<file path="src/rtl/mem_stage_pkg.sv">
// Shared types and constants for the memory pipeline stage.
// Latency: n/a (declarations and pure combinational helpers only).
// Backpressure: n/a.
package mem_stage_pkg;

    typedef enum logic [1:0] {
        EMPTY  = 2'd0,
        ACCESS = 2'd1,
        READY  = 2'd2
    } state_e;

    localparam logic [1:0] RES_ALU  = 2'b00;
    localparam logic [1:0] RES_LOAD = 2'b01;
    localparam logic [1:0] RES_PC4  = 2'b10;

    localparam logic [2:0] F3_LB  = 3'b000;
    localparam logic [2:0] F3_LH  = 3'b001;
    localparam logic [2:0] F3_LW  = 3'b010;
    localparam logic [2:0] F3_LBU = 3'b100;
    localparam logic [2:0] F3_LHU = 3'b101;
    localparam logic [2:0] F3_SB  = 3'b000;
    localparam logic [2:0] F3_SH  = 3'b001;
    localparam logic [2:0] F3_SW  = 3'b010;

    localparam int unsigned DEFAULT_TIMEOUT_CYCLES = 255;

    // Byte lanes touched by an access; size is funct3[1:0] for loads and stores alike.
    function automatic logic [3:0] access_be(input logic [1:0] size, input logic [1:0] a);
        case (size)
            2'b00:   access_be = 4'b0001 << a;
            2'b01:   access_be = 4'b0011 << {a[1], 1'b0};
            2'b10:   access_be = 4'b1111;
            default: access_be = 4'b0000;
        endcase
    endfunction

    // Store data replicated across all lanes so the memory only needs mem_be.
    function automatic logic [31:0] store_wdata(input logic [1:0] size, input logic [31:0] wd);
        case (size)
            2'b00:   store_wdata = {4{wd[7:0]}};
            2'b01:   store_wdata = {2{wd[15:0]}};
            default: store_wdata = wd;
        endcase
    endfunction

    // Half/word misalignment; store encodings SH/SW coincide with LH/LW.
    function automatic logic misaligned(input logic [2:0] f3, input logic [1:0] a);
        case (f3)
            F3_LH, F3_LHU: misaligned = a[0];
            F3_LW:         misaligned = (a != 2'b00);
            default:       misaligned = 1'b0;
        endcase
    endfunction

endpackage

</file>
<file path="src/rtl/load_align.sv">
// Extracts and sign/zero-extends load data from a 32-bit memory word.
// Latency: purely combinational.
// Backpressure: none.
module load_align
    import mem_stage_pkg::*;
(
    input  logic [2:0]  funct3_i,
    input  logic [1:0]  addr_lo_i,
    input  logic [31:0] rdata_i,
    output logic [31:0] data_o
);

    logic [7:0]  byte_sel;
    logic [15:0] half_sel;

    // Pick the addressed byte/half, then extend according to funct3.
    always_comb begin
        case (addr_lo_i)
            2'd0:    byte_sel = rdata_i[7:0];
            2'd1:    byte_sel = rdata_i[15:8];
            2'd2:    byte_sel = rdata_i[23:16];
            default: byte_sel = rdata_i[31:24];
        endcase
        half_sel = addr_lo_i[1] ? rdata_i[31:16] : rdata_i[15:0];
        case (funct3_i)
            F3_LB:   data_o = {{24{byte_sel[7]}}, byte_sel};
            F3_LBU:  data_o = {24'd0, byte_sel};
            F3_LH:   data_o = {{16{half_sel[15]}}, half_sel};
            F3_LHU:  data_o = {16'd0, half_sel};
            F3_LW:   data_o = rdata_i;
            default: data_o = 32'd0;
        endcase
    end

endmodule

</file>
<file path="src/rtl/mem_stage.sv">
// Pipeline memory stage: captures E-stage instruction, runs one data-memory access, presents M-stage results.
// Latency: 1 cycle for non-memory ops; memory ops take 1 + wait cycles (ack sampled at N+k, validM at N+k+1).
// Backpressure: stallE held high for every ACCESS cycle; request held stable until ack or TIMEOUT_CYCLES expiry.
// Optional MEM_MISALIGN_TRAP_EN: misaligned half/word accesses skip the bus and retire with bus_err.
module mem_stage
    import mem_stage_pkg::*;
#(
    parameter int unsigned TIMEOUT_CYCLES = DEFAULT_TIMEOUT_CYCLES
) (
    input  logic        clk,
    input  logic        reset,
    input  logic        flushE,
    input  logic        validE,
    input  logic        RegWriteE,
    input  logic        MemWriteE,
    input  logic [1:0]  ResultSrcE,
    input  logic [2:0]  funct3E,
    input  logic [31:0] ALUResultE,
    input  logic [31:0] WriteDataE,
    input  logic [31:0] PCPlus4E,
    input  logic [4:0]  RdE,
    output logic        mem_req,
    output logic        mem_we,
    output logic [31:0] mem_addr,
    output logic [31:0] mem_wdata,
    output logic [3:0]  mem_be,
    input  logic        mem_ack,
    input  logic [31:0] mem_rdata,
    output logic        stallE,
    output logic        validM,
    output logic        RegWriteM,
    output logic [1:0]  ResultSrcM,
    output logic [31:0] ALUResultM,
    output logic [31:0] ReadDataM,
    output logic [31:0] PCPlus4M,
    output logic [4:0]  RdM,
    output logic        bus_err
);

    // Counter only needs to reach TIMEOUT_CYCLES-1; the expiring cycle moves straight to READY.
    localparam int unsigned CW = (TIMEOUT_CYCLES < 2) ? 1 : $clog2(TIMEOUT_CYCLES);
    localparam logic [CW-1:0] CNT_LAST = CW'(TIMEOUT_CYCLES - 1);

    state_e        state_q, state_d;
    logic          rw_q, rw_d;
    logic          mw_q, mw_d;
    logic [1:0]    rs_q, rs_d;
    logic [2:0]    f3_q, f3_d;
    logic [31:0]   alu_q, alu_d;
    logic [31:0]   wd_q, wd_d;
    logic [31:0]   pc4_q, pc4_d;
    logic [4:0]    rd_q, rd_d;
    logic [31:0]   rdata_q, rdata_d;
    logic [CW-1:0] cnt_q, cnt_d;
    logic          err_q, err_d;

    logic          in_access;
    logic          bubble;
    logic          is_mem;
    logic [31:0]   ld_data;

    load_align u_load_align (
        .funct3_i  (f3_q),
        .addr_lo_i (alu_q[1:0]),
        .rdata_i   (mem_rdata),
        .data_o    (ld_data)
    );

    assign in_access = (state_q == ACCESS);
    assign bubble    = ~validE | flushE;
    assign is_mem    = (ResultSrcE == RES_LOAD) | MemWriteE;

    // Next-state: capture a new instruction whenever not stalled, otherwise track the access.
    always_comb begin
        state_d = state_q;
        rw_d    = rw_q;
        mw_d    = mw_q;
        rs_d    = rs_q;
        f3_d    = f3_q;
        alu_d   = alu_q;
        wd_d    = wd_q;
        pc4_d   = pc4_q;
        rd_d    = rd_q;
        rdata_d = rdata_q;
        cnt_d   = cnt_q;
        err_d   = err_q;
        case (state_q)
            ACCESS: begin
                if (mem_ack) begin
                    if (rs_q == RES_LOAD) begin
                        rdata_d = ld_data;
                    end
                    state_d = READY;
                    err_d   = 1'b0;
                end else if (cnt_q == CNT_LAST) begin
                    state_d = READY;
                    err_d   = 1'b1;
                end else begin
                    cnt_d = cnt_q + 1'b1;
                end
            end
            default: begin
                // Bubbles keep no control bits so nothing stale can look live.
                rw_d  = RegWriteE & ~bubble;
                mw_d  = MemWriteE & ~bubble;
                rs_d  = bubble ? RES_ALU : ResultSrcE;
                f3_d  = funct3E;
                alu_d = ALUResultE;
                wd_d  = WriteDataE;
                pc4_d = PCPlus4E;
                rd_d  = RdE;
                cnt_d = '0;
                err_d = 1'b0;
                if (bubble) begin
                    state_d = EMPTY;
                end else if (is_mem) begin
`ifdef MEM_MISALIGN_TRAP_EN
                    if (misaligned(funct3E, ALUResultE[1:0])) begin
                        state_d = READY;
                        err_d   = 1'b1;
                    end else begin
                        state_d = ACCESS;
                    end
`else
                    state_d = ACCESS;
`endif
                end else begin
                    state_d = READY;
                end
            end
        endcase
    end

    // State and stored-instruction registers with synchronous reset.
    always_ff @(posedge clk) begin
        if (reset) begin
            state_q <= EMPTY;
            rw_q    <= 1'b0;
            mw_q    <= 1'b0;
            rs_q    <= RES_ALU;
            f3_q    <= 3'd0;
            alu_q   <= 32'd0;
            wd_q    <= 32'd0;
            pc4_q   <= 32'd0;
            rd_q    <= 5'd0;
            rdata_q <= 32'd0;
            cnt_q   <= '0;
            err_q   <= 1'b0;
        end else begin
            state_q <= state_d;
            rw_q    <= rw_d;
            mw_q    <= mw_d;
            rs_q    <= rs_d;
            f3_q    <= f3_d;
            alu_q   <= alu_d;
            wd_q    <= wd_d;
            pc4_q   <= pc4_d;
            rd_q    <= rd_d;
            rdata_q <= rdata_d;
            cnt_q   <= cnt_d;
            err_q   <= err_d;
        end
    end

    // Bus signals are zero outside ACCESS; inside they derive only from stored state, so stay stable.
    assign mem_req   = in_access;
    assign mem_we    = in_access & mw_q;
    assign mem_addr  = in_access ? alu_q : 32'd0;
    assign mem_be    = in_access ? access_be(f3_q[1:0], alu_q[1:0]) : 4'd0;
    assign mem_wdata = in_access ? store_wdata(f3_q[1:0], wd_q) : 32'd0;

    assign stallE     = in_access;
    assign validM     = (state_q == READY);
    assign bus_err    = err_q & validM;
    assign RegWriteM  = rw_q & validM & ~err_q;
    assign ResultSrcM = rs_q;
    assign ALUResultM = alu_q;
    assign ReadDataM  = rdata_q;
    assign PCPlus4M   = pc4_q;
    assign RdM        = rd_q;

endmodule
</file>
<file path="config.mk">
export PLATFORM = sky130hd
export DESIGN_NAME = mem_stage
export DESIGN_NICKNAME = d
export VERILOG_FILES = /design/src/rtl/mem_stage_pkg.sv /design/src/rtl/load_align.sv /design/src/rtl/mem_stage.sv
export SDC_FILE = /design/constraint.sdc
export NUM_CORES = 1
export LEC_CHECK = 0
export BUFFER_PORTS_ARGS = -buffer_cell sky130_fd_sc_hd__buf_2
export CORE_MARGIN = 3
export CORE_UTILIZATION = 46
export CTS_CLUSTER_DIAMETER = 50
export DETAILED_ROUTE_END_ITERATION = 8
export PLACE_DENSITY = 0.81
export SLEW_MARGIN = 10
export SYNTH_ARGS = -nofsm -noshare
export SYNTH_HDL_FRONTEND = slang
export SYNTH_SLANG_ARGS = --single-unit
</file>
<file path="constraint.sdc">
create_clock -name clk -period 1.8 [get_ports clk]
set_input_delay 0.27 -clock clk [delete_from_list [all_inputs] [get_ports clk]]
set_output_delay 0.27 -clock clk [all_outputs]
set_load 0.02 [all_outputs]
</file>
Yosys cells after proc, flatten, opt, wreduce, memory -nomap -nowiden
Index checks and enable logic that the tools add are counted.
{ "totals": {"word_cells": 64, "input_bits": 145, "reg_bits": 151} }
{ "classes": {"bitwise": 14, "n_eq_ne": 14, "reduce_logical": 7, "n_shift": 2, "n_mux": 14, "n_addsub": 1} }
{ "ops": {"columns": ["cell", "n"], "rows": [
  ["32-bit case mux with 5 select lines", 1],
  ["32-bit two-way mux", 2],
  ["32-bit case mux with 2 select lines", 1],
  ["8-bit case mux with 3 select lines", 1],
  ["16-bit two-way mux", 1],
  ["2-bit two-way mux", 6],
  ["4-bit case mux with 3 select lines", 1],
  ["2-bit by 1-bit == test with 1-bit output, second input constant", 5],
  ["8-bit by 1-bit adder with 8-bit output, second input constant", 1],
  ["8-bit == test, second input constant", 1],
  ["1-bit bitwise AND", 6],
  ["2-bit == test, second input constant", 3],
  ["3-bit == test, second input constant", 2],
  ["1-bit inverter", 6],
  ["2-bit zero test", 2],
  ["4-bit two-way mux", 1],
  ["1-bit by 2-bit left shift with 4-bit output, first input constant", 1],
  ["2-bit by 2-bit left shift with 4-bit output, first input constant", 1],
  ["3-bit by 1-bit == test with 1-bit output, second input constant", 1],
  ["3-bit by 2-bit == test with 1-bit output, second input constant", 1],
  ["3-bit zero test", 1],
  ["3-bit by 2-bit inequality test with 1-bit output, second input constant", 1],
  ["3-bit AND reduction", 1],
  ["3-bit OR reduction", 1],
  ["3 further kinds", 4]
]} }

Logic depth before layout (Yosys ltp)
{ "logic_depth": {"depth_word": 5, "ltp_mapped": 7, "ltp_nobuf": 6} }

Hierarchy
A second synthesis with hierarchy kept.
{ "unflattened": {"cells_unflattened": 957, "hier_area_um2": 7241.9} }
{ "by_module_without_submodules": {"columns": ["mod", "n_inst", "cells_per_inst", "seq_area_each_um2", "area_each_um2"], "rows": [
  ["mem_stage", 1, 823, 3022.9, 6170.9],
  ["load_align", 1, 134, 0.0, 1071.0]
]} }

Worst setup path before layout
No wires, ideal clock.
{ "synth_timing": {"path_kind": "register to output", "start": "register alu_q[1] (netlist: ALUResultM[1])", "end": "output port mem_be[2]", "path_buffers": 2, "setup_slack_ps": -32, "path_stages_with_launch": 6, "arrival_ps": 1562, "cell_sequence": "dfxtp_1 -> buf_4 -> buf_4 -> nor3b_2 -> inv_1 -> a21oi_1"} }
{ "synth_via": {"elab_chain_len": 3, "elab_cells_between_ends": 4} }
{ "synth_rtl": {"columns": ["element", "line_no", "rtl"], "rows": [
  ["start: declaration", "mem_stage.sv:49", "logic [31:0] alu_q, alu_d;"],
  ["start signal: assignment", "mem_stage.sv:155", "alu_q <= alu_d;"],
  ["2-bit by 2-bit left shift with 4-bit output or 1-bit by 2-bit left shift with 4-bit output (tied branches)", "mem_stage_pkg.sv:31, mem_stage_pkg.sv:30", null],
  ["4-bit case mux with 3 select lines *", "mem_stage_pkg.sv:29", "case (size)"],
  ["4-bit two-way mux *", "mem_stage.sv:169", "assign mem_be = in_access ? access_be(f3_q[1:0], alu_q[1:0]) : 4'd0;"],
  ["end: declaration", "mem_stage.sv:26", "output logic [3:0] mem_be,"]
]} }
Mark *: on every way between the ends. The rest lies on a longest branch, timed or not.

Worst setup path in the final report
{ "layout_timing": {"start": "register state_q[0]", "end": "output port mem_wdata[0]"} }
{ "layout_via": {"elab_chain_len": 2} }
{ "layout_rtl": {"columns": ["element", "line_no", "rtl"], "rows": [
  ["start: declaration", "mem_stage.sv:44", "state_e state_q, state_d;"],
  ["start signal: assignment", "mem_stage.sv:150", "state_q <= state_d;"],
  ["2-bit by 1-bit == test with 1-bit output", "mem_stage.sv:69", "assign in_access = (state_q == ACCESS);"],
  ["32-bit two-way mux", "mem_stage.sv:170", "assign mem_wdata = in_access ? store_wdata(f3_q[1:0], wd_q) : 32'd0;"],
  ["end: declaration", "mem_stage.sv:25", "output logic [31:0] mem_wdata,"]
]} }
No other way between the ends.

==> summary.md <==
| Metric | Value |
|---|---|
| Largest area contributor in the netlist | `dfxtp_1` |
| RSZ-0062 raised after global routing | `yes` |
| Combinational family with the most area after synthesis | `simple AND/OR/NAND/NOR gates` |
| Max-Cap Viols | `0` |
| Worst endpoint required time | `1.53 ns` |
| Crit Path Class | `reg -> out` |
| Post-Synth Adder-Cell Area | `0.3921%` |
| Reg clk slew, reported paths | `0.06 ns` |
| Final Skew | `0.007598 ns` |
| Mapped Nets | `966` |
| Synthesized area | `0.006382 mm^2` |
| Power Dens Cells | `904.2 mW/mm^2` |
| WL/cell | `18.18 um` |
| Share of cells above drive strength 1 | `44.66%` |
| Setup crit end | `mem_wdata[0]` |
| Die ar. | `0.01532 mm^2` |
| Dominant synthesized flop cell | `dfxtp_1` |
| Synth Instances | `819` |
| Sequential element share of the synthesized area | `47.36%` |
| Layout fillers | `940` |
| Area Overhead vs Synth | `54.15%` |
| Synth top area share | `47.36%` |
| R2R Path End | `ResultSrcM[1]` |
| Most numerous cell in the Yosys netlist | `nand2_1` |
| Dpl hpwl | `15.12 mm` |
| Synth Area in XOR/XNOR | `0.6861%` |
| Initial Util | `47.63%` |
| Boundary pin count | `322` |
| Final min period | `1.916 ns` |
| Mux contribution to synthesized area | `4.078%` |
| Htree depth | `4` |
| Clk sinks | `151` |
| Worst Reg-to-Reg Cells | `8` |
| Synth Area in Simple Gates | `23.00%` |
| Largest net degree at the start of global routing | `111` |
| Placer Congestion | `0.8783` |
| Bufs on Longest Clock Path | `2` |
| R2R Path Start | `state_q[0]` |
| Via density | `5.365` |
| Fin crit share | `106.4%` |
| Die height | `123.8 um` |
| Post-synth EDFFs | `0` |
| Yosys warnings | `0` |
| Worst-margin pin slew | `0.5580 ns` |
| Fin nets | `1295` |
| Final core occ | `73.42%` |
| Final hold viol count | `0` |
| CP Capture Type | `primary output` |
| Chip width | `123.8 um` |
| Crit path DAT | `1.65 ns` |
| Max-slew headroom | `62.64%` |
| Drt first pass iters | `6` |
| Top post-synthesis cells by area | `dfxtp_1 47%, nand2_1 15%, a21oi_1 10%` |
| # DRC | `0` |
| Critical Path Start Type | `register` |
| Iteration-0 DRC Markers | `601` |
| Async SR Flop Fraction | `0%` |
| Crit path max fanout | `6` |
| Worst setup startpoint | `state_q[0]` |
| IO buf count | `321` |
| Final WS setup | `-0.1160 ns` |
| Peak VDD IR | `0.8493 mV` |
| Cell variety after synth | `46` |
| Overflow after GRT | `0` |
| Ant. Diodes | `0` |
| Final slew viol count | `0` |
| Antenna violations before repair | `0` |
| CORE AREA | `0.01340 mm^2` |
| Synth Area in Compound Gates | `17.64%` |
| Clk Latency, worst-skew pair | `0.42 ns` |
| CTS tree | `built` |
| Root Buffer | `clkbuf_16` |
| Reg2Reg Setup Slack | `0.02 ns` |
| Site Rows | `42` |
| First-pass GRT wire length | `35.75 mm` |
| Register bit total from synthesis | `151` |
| Number of global-route vias before repair | `6981` |
| GRT Overall Usage | `29.93%` |
| Routed Antenna Nets | `0` |
| CTS Buf Count | `17` |
| Setup-failing EPs final | `64` |
| Most instantiated cells after synthesis | `261 x nand2_1, 151 x dfxtp_1, 130 x a21oi_1, 44 x inv_1, 40 x nor2_1` |
| Synthesized area per cell | `7.793 um^2` |
| Setup TNS | `-2.960 ns` |
| Hold Crit Class | `in -> reg` |
| Status | `finished, violations left` |
| P_leak | `5.069 nW` |
| Failing checks | `negative setup slack` |
| WL final | `24.29 mm` |
| Max Freq | `0.5219 GHz` |
| Via Count | `7167` |
timing repair:
item,4_1_cts,5_1_grt
pin swaps,1,6
buffers inserted,11,6
gates resized for setup,194,63
cloned,5,2
hold buffers,0,0
setup endpoints to repair,71,80
critical path, cell delays in order (launching register included):
cell,delay (ns)
dfxtp_2,0.32
or2b_4,0.32
clkinv_8,0.09
buf_12,0.12
buf_16,0.13
nand2_4,0.06
inv_2,0.07
buf_6,0.11
routing by layer:
layer | part of all wire [%] | vias to the layer above | track usage [%] | wire length (um)
li1 | - | 3363 | - | -
met1 | 37 | 3318 | 33.88 | 8968
met2 | 50 | 406 | 51.77 | 12240
met3 | 8.8 | 80 | 9.173 | 2147
met4 | 3.8 | 0 | 13.22 | 931
met5 | 0 | - | 0 | 0
final cells by class:
cell class | instances | area, um^2 | share of cell area [%]
clock buffer | 24 | 501.7 | 5.100
clock inverter | 7 | 163.9 | 1.666
inverter | 44 | 177.7 | 1.806
multi-input combinational | 568 | 3171 | 32.23
sequential | 151 | 3037 | 30.87
tap | 176 | 220.2 | 2.238
timing repair buffer | 366 | 2567 | 26.10
cells in the final DEF, fill, tap and decap left out, types with 5 or more instances in the layout:
master,count
a21oi_1,116
a21oi_2,12
a221oi_1,7
a22oi_1,27
buf_12,8
buf_2,249
buf_4,49
buf_6,50
bufinv_16,5
clkbuf_16,19
clkbuf_8,5
dfxtp_1,146
inv_2,39
mux2i_1,26
nand2_1,222
nand2_2,32
nand2_4,7
nor2_1,31
nor2_2,9
nor2b_1,10
o21ai_0,9
o2bb2ai_1,8
through the flow:
step | std cells | cell area [um^2] | setup slack, ns | hold slack [ns] | power [mW]
floorplan | 819 | 6386 | 0.04833 | 0.3493 | 4.294
global placement | 1284 | 8204 | 0.1719 | 0.4287 | 4.733
detailed placement | 1284 | 8204 | 0.07629 | 0.4409 | 4.752
CTS | 1331 | 9635 | -0.1227 | 0.06264 | 8.852
global route | 1336 | 9838 | -0.1767 | 0.07612 | 9.203
finish | 1336 | 9838 | -0.1160 | 0.08818 | 8.896
worst min path at each step:
stage	start	to	slack, ns	depth (start not counted)
after floorplan	mem_ack	err_q	0.35	1
after detailed placement	PCPlus4M[5]	PCPlus4M[5]	0.44	2
after global routing	ALUResultE[9]	ALUResultM[9]	0.08	3
after global placement	ReadDataM[7]	ReadDataM[7]	0.43	2
final	ALUResultE[8]	ALUResultM[8]	0.09	3
after CTS	mem_ack	err_q	0.06	2
power breakdown:
| part | leakage [nW] | internal [mW] | switching, mW | total, mW |
|---|---|---|---|---|
| Clock | 0.327 | 2.64 | 1.35 | 3.99 |
| Combinational | 3.50 | 0.540 | 0.735 | 1.27 |
| Sequential | 1.25 | 3.50 | 0.129 | 3.63 |
state kept, by name (all words and copies together) (netlist names):
name and flops:
ALUResultM 32, wd_q 32, err_q 1, ReadDataM 32
cnt_q 8, mw_q 1, PCPlus4M 32, rw_q 1
f3_q 3, RdM 5, state_q 2, ResultSrcM 2
kinds of logic (layout without fill, tap and decap cells):
logic type / Yosys count / after routing
compound gates: 192 / 192
flops: 151 / 151
mux: 26 / 26
fa+ha+maj: 2 / 2
buf+inv: 100 / 441
simple gates: 343 / 343
xor+xnor: 5 / 5
No activity file was read; power rests on OpenSTA's default activity.
